===== src/rtl/block_pkg.sv =====
// block_pkg: shared width default, signed data type and saturation limits for the PE
package block_pkg;
   localparam int DEF_DATA_W = 32;
   typedef logic signed [DEF_DATA_W-1:0] data_t;
   localparam data_t SAT_MAX = {1'b0, {(DEF_DATA_W-1){1'b1}}};
   localparam data_t SAT_MIN = {1'b1, {(DEF_DATA_W-1){1'b0}}};
endpackage


===== src/rtl/block_mac.sv =====
// block_mac: combinational north + west*weight; clamps to signed range when BLOCK_SAT_EN is defined
module block_mac
   import block_pkg::*;
#(
   parameter int DATA_W = DEF_DATA_W
) (
   input  logic signed [DATA_W-1:0] north,
   input  logic signed [DATA_W-1:0] west,
   input  logic signed [DATA_W-1:0] weight,
   output logic signed [DATA_W-1:0] sum
);
   logic signed [2*DATA_W-1:0] prod;
   logic signed [2*DATA_W:0]   full;
   always_comb begin
      prod = west * weight;
      full = (2*DATA_W+1)'(prod) + (2*DATA_W+1)'(north);
   end
`ifdef BLOCK_SAT_EN
   localparam logic signed [2*DATA_W:0] HI = {{(DATA_W+2){1'b0}}, {(DATA_W-1){1'b1}}};
   localparam logic signed [2*DATA_W:0] LO = ~HI;
   always_comb sum = full > HI ? DATA_W'(HI) : full < LO ? DATA_W'(LO) : DATA_W'(full);
`else
   always_comb sum = DATA_W'(full);
`endif
endmodule


===== src/rtl/blk_d53439.sv =====
// blk_d53439: weight-stationary systolic PE; reset > weight load > compute priority.
// Optional saturation of the partial sum is enabled with macro BLOCK_SAT_EN.
module blk_d53439
   import block_pkg::*;
#(
   parameter int DATA_W = DEF_DATA_W
) (
   input  logic              clk,
   input  logic              rst,
   input  logic [DATA_W-1:0] inp_north,
   input  logic [DATA_W-1:0] inp_west,
   input  logic [DATA_W-1:0] weight_in,
   input  logic              weight_en,
   input  logic              compute,
   output logic [DATA_W-1:0] outp_south,
   output logic [DATA_W-1:0] outp_east
);
   logic [DATA_W-1:0] weight;
   logic [DATA_W-1:0] sum;
   block_mac #(.DATA_W(DATA_W)) u_mac (
      .north (inp_north),
      .west  (inp_west),
      .weight(weight),
      .sum   (sum)
   );
   always_ff @(posedge clk) begin
      if (rst) begin
         weight     <= '0;
         outp_south <= '0;
         outp_east  <= '0;
      end else if (weight_en) begin
         weight <= weight_in;
      end else if (compute) begin
         outp_south <= sum;
         outp_east  <= inp_west;
      end
   end
endmodule


===== config.mk =====
export PLATFORM = sky130hd
export DESIGN_NAME = blk_d53439
export DESIGN_NICKNAME = d
export VERILOG_FILES = /design/src/rtl/block_pkg.sv /design/src/rtl/block_mac.sv /design/src/rtl/blk_d53439.sv
export SDC_FILE = /design/constraint.sdc
export NUM_CORES = 1
export LEC_CHECK = 0
export CORE_MARGIN = 2
export CORE_UTILIZATION = 45
export CTS_CLUSTER_SIZE = 28
export DETAILED_ROUTE_END_ITERATION = 12
export PLACE_DENSITY = 0.7
export SYNTH_ARGS = -nofsm -noshare
export SYNTH_HDL_FRONTEND = slang
export SYNTH_SLANG_ARGS = --single-unit
export TNS_END_PERCENT = 5

===== constraint.sdc =====
create_clock -name clk -period 10.3 [get_ports clk]
set_input_delay 2.06 -clock clk [delete_from_list [all_inputs] [get_ports clk]]
set_output_delay 2.06 -clock clk [all_outputs]
set_load 0.05 [all_outputs]

==> impl_table.tex <==
\begin{tabular}{lr}
\hline
Metric & Value \\
\hline
\multicolumn{2}{l}{\textbf{Outcome}} \\
\quad Run status & finished, final reports clean \\
\multicolumn{2}{l}{\textbf{Place}} \\
\quad Number of buffers inserted by port buffering & around 160 \\
\quad Post-detail-place hpwl & about 45,000 um \\
\quad Global placer's final weighted congestion & slightly above 0.9 \\
\quad Place WS & 0.710 ns \\
\quad Cell count after placement & roughly 3,000 \\
\multicolumn{2}{l}{\textbf{STA}} \\
\quad Slew at the pin with the worst max-slew slack & between 1 and 1.5 ns \\
\quad Crit share post-route & 89.8\% \\
\quad Final setup slack of the worst path & 1.06 ns \\
\quad Final max-slew violation count & 0 \\
\quad Maximum clock skew at final layout & between 0.01 and 0.015 ns \\
\quad Upper clock frequency limit & between 100 and 150 MHz \\
\quad Minimum clock period & between 9 and 10 ns \\
\quad Setup repair after global routing missed its margin & false \\
\quad Setup violation total in the final timing report & 0 \\
\quad Final-layout setup total negative slack & 0 ns \\
\quad Worst slew margin & roughly 28\% \\
\quad Fin. Hold Viols & 0 \\
\quad Final hold slack & 0.450 ns \\
\multicolumn{2}{l}{\textbf{Clocking}} \\
\quad H-tree lvl count & 3 \\
\quad Clock buffers created by TritonCTS & 9 \\
\quad Clock sinks & 96 \\
\quad Buffer cell driving the clock tree root & clkbuf\_16 \\
\quad Post-CTS clock slew at the launch and capture registers of the worst setup and hold paths & around 0.070 ns \\
\quad Post-cts resize count & 0 \\
\quad CTS tree & done \\
\quad Post-CTS setup buffer count & 0 \\
\quad Clock insertion delay at the later pin of the skew report & 0.39 ns \\
\quad Hold-fix buffer count after cts & 0 \\
\quad Buffer depth of the longest clock path & 2 \\
\multicolumn{2}{l}{\textbf{Run}} \\
\quad Number of maximum-capacitance constraint violations & 0 \\
\multicolumn{2}{l}{\textbf{Yosys}} \\
\quad Count of cell types in the netlist & 49 \\
\quad Post-synth top area share & 42.7\% \\
\quad Average cell area after synthesis & about 8.8 um\^{}2 \\
\quad Synth warnings & 0 \\
\quad Syn\_nets & approximately 3,000 \\
\quad Leading cell type by number of instances after synthesis & inv\_1 \\
\quad Flip-flop and latch count after synthesis & 96 \\
\quad Synth area leader & fa\_1 \\
\quad Count of flip-flops with a built-in enable after synthesis & 0 \\
\quad Async S/R FF share, synth & 0\% \\
\quad Sequential fraction of the synthesis area & about a tenth \\
\quad Cell area after synthesis & $\sim$21,000 um\^{}2 \\
\quad Top flip-flop cell by instance count after synthesis & dfxtp\_1 \\
\quad Ranking of synthesized cells by area & fa\_1 43\%, inv\_1 9.8\%, dfxtp\_1 9.4\% \\
\quad Post-synthesis cell count & about 2,300 \\
\quad Commonest cells in the synthesized netlist & 538 x inv\_1, 438 x fa\_1, 377 x nand2\_1 \\
\multicolumn{2}{l}{\textbf{Setup path}} \\
\quad Type of the setup path with the least slack & in2reg \\
\quad CP Launch Point & inp\_west[9] \\
\quad CP Max Fanout & 21 \\
\quad Worst R2R Setup Slack & roughly 2.7 ns \\
\quad End of the worst register-to-register path & outp\_south[30]\$\_SDFFE\_PP0P\_ \\
\quad CP Data Arrival Time & 9.50 ns \\
\quad End point of the critical path & outp\_south[30]\$\_SDFFE\_PP0P\_ \\
\quad Worst path required time & around 11 ns \\
\quad Worst setup EP type & register \\
\quad Critical path launch point type & input pin \\
\quad Reg2Reg Launch Point & weight[1]\$\_SDFFE\_PP0P\_ \\
\quad R2r worst-path depth & 24 \\
\multicolumn{2}{l}{\textbf{Power}} \\
\quad Total chip power & $\sim$6200 uW \\
\quad Gate power share & between 80\% and 90\% \\
\quad Maximum vdd ir drop & $\sim$400 uV \\
\quad Part of the total power dissipated in sequential elements & between 7 and 8\% \\
\quad Int Power & $\sim$2900 uW \\
\quad Clock power frac & 5.5\% \\
\quad Total power divided by cell area & roughly 270 nW/um\^{}2 \\
\quad Switch Pwr & between 3000 and 4000 uW \\
\quad Switching share of power & roughly 54\% \\
\quad Leakage power figure & 0.0112 uW \\
\multicolumn{2}{l}{\textbf{Floorplan}} \\
\quad Die H & between 200 and 250 um \\
\quad Die area & approximately 47,000 um\^{}2 \\
\quad Number of rows in the core area & between 70 and 80 \\
\quad Std-Cell Core Area & 45,200 um\^{}2 \\
\quad Io pins & between 150 and 200 \\
\quad Starting utilization of the core area & 45.4\% \\
\quad Die X-Extent & 218 um \\
\multicolumn{2}{l}{\textbf{GRT}} \\
\quad Antenna violations before repair & 3 \\
\quad Combined global-route utilization of all metal layers & about 25\% \\
\quad Total global routing overflow & 0 \\
\quad Via count of the first global-routing pass & roughly 17,000 \\
\quad Pin count of the biggest net entering global routing & 63 \\
\quad First-pass GRT wire length & $\sim$90,000 um \\
\multicolumn{2}{l}{\textbf{Route}} \\
\quad Vias per std cell & 5.11 \\
\quad Wire per inst & 18.8 um \\
\quad Vias after detailed routing & roughly 15,000 \\
\quad Drc violations & 0 \\
\quad Router iterations before antenna repair & 5 \\
\quad Number of violations reported at the end of detailed-routing iteration 0 & 1,136 \\
\quad Residual antenna-violating net count after detailed routing & 0 \\
\quad Wirelength, routed & about 57,000 um \\
\multicolumn{2}{l}{\textbf{Min path}} \\
\quad Hold WC Path Type & reg2reg \\
\multicolumn{2}{l}{\textbf{Cells and area}} \\
\quad Count of non-filler cells in the finished layout & 3,016 \\
\quad Number of fill cells in the layout & between 4,000 and 5,000 \\
\quad Fraction of layout cells with a size suffix above 1 & between 3 and 4\% \\
\quad Area added between synthesis and finish & 12.2\% \\
\quad Number of nets in the layout & between 3,000 and 4,000 \\
\hline
\end{tabular}
==> cells in the final DEF (no fill, tap or decap), drive strengths merged, types with 2 or more instances in the layout <==
cell and count:
a2111oi 2, a211o 5, a211oi 6, a21o 12, a21oi 81, a31oi 3
and2 271, buf 41, clkbuf 10, clkdlybuf4s50 161, clkinv 4, dfxtp 96
diode 3, fa 438, ha 151, inv 540, mux2i 33, nand2 377
nand2b 5, nand3 4, nor2 44, nor2b 2, nor3 6, nor3b 2
o21a 3, o21ai 13, o21bai 4, o31ai 3, or2 2, xnor2 65
xor2 21
==> through the flow <==
step / area [um^2] / util, %
2_1_floorplan: 20500 / -
3_3_place_gp: 22700 / 50.3
3_5_place_dp: 22700 / 50.3
4_1_cts: 23000 / 50.9
5_1_grt: 23000 / 50.9
6_report: 23000 / 50.9
==> registers in the layout (all words and copies together), names as in the netlist <==
name        cells
outp_south     32
weight         32
outp_east      32
==> layout make-up <==
class                      instances  area [um^2]  share of cell area (%)
inverter                         538         2020                    8.77
clock inverter                     6         52.6                   0.228
tap                              600          751                    3.26
timing repair buffer             202         1930                    8.38
multi-input combinational       1561        16100                    69.9
sequential                        96         1920                    8.35
antenna                            3         7.51                  0.0326
clock buffer                      10          239                    1.04
==> cells by family (layout without fill, tap and decap cells) <==
kind of cell	Yosys count	after routing	synth area share [%]
muxes	33	33	1.61
other	0	3	0
AOI/OAI and AO/OA	137	137	4.45
buffers and inverters	663	756	12.2
and+or+nand+nor	716	716	16.7
DFF	96	96	9.37
adders and majority gates	589	589	52.0
xor gates and xnor gates	86	86	3.67
==> worst max-delay path, cell delays in order <==
cell             delay (ns)
clkdlybuf4s50_1        1.15
nand2_1                0.19
fa_1                   0.45
inv_1                  0.08
fa_1                   0.43
fa_1                   0.51
inv_1                  0.05
fa_1                   0.48
inv_1                  0.06
fa_1                   0.48
fa_1                   0.51
fa_1                   0.49
inv_1                  0.05
fa_1                   0.47
inv_1                  0.04
ha_1                   0.34
a21o_1                 0.22
a211oi_1               0.25
o21ai_0                0.12
a31o_2                 0.25
a31oi_2                0.22
o21ai_2                0.11
a31oi_1                0.20
xor2_1                 0.19
o31ai_2                0.08
==> layer usage <==
layer / wire [um] / global-route usage, % / part of all wire (%)
met2: 28000 / 43.7 / 49
met5: 0 / 0 / 0
met3: 4110 / 5.58 / 7.2
met1: 22200 / 30.8 / 39
met4: 2340 / 10.6 / 4.1
==> power groups by stage <==
stage / Combinational, uW / Clock [uW] / Sequential (uW)
finish: 5440 / 344 / 461
global route: 6130 / 364 / 466
CTS: 5430 / 354 / 460
detailed placement: 5400 / 0 / 468
global placement: 5280 / 0 / 466
floorplan: 3840 / 0 / 547
==> how the worst min path moves through the flow <==
| stage | from | endpoint | slack, ns | cells past startpoint |
|---|---|---|---|---|
| after floorplan | weight[31]$_SDFFE_PP0P_ | weight[31]$_SDFFE_PP0P_ | 0.46 | 2 |
| after global placement | outp_south[9]$_SDFFE_PP0P_ | outp_south[9]$_SDFFE_PP0P_ | 0.44 | 2 |
| after detailed placement | outp_south[20]$_SDFFE_PP0P_ | outp_south[20]$_SDFFE_PP0P_ | 0.44 | 2 |
| after CTS | outp_south[20]$_SDFFE_PP0P_ | outp_south[20]$_SDFFE_PP0P_ | 0.45 | 2 |
| after global routing | outp_south[7]$_SDFFE_PP0P_ | outp_south[7]$_SDFFE_PP0P_ | 0.48 | 2 |
| final | outp_south[20]$_SDFFE_PP0P_ | outp_south[20]$_SDFFE_PP0P_ | 0.45 | 2 |
(Power assumes the default switching activity.)
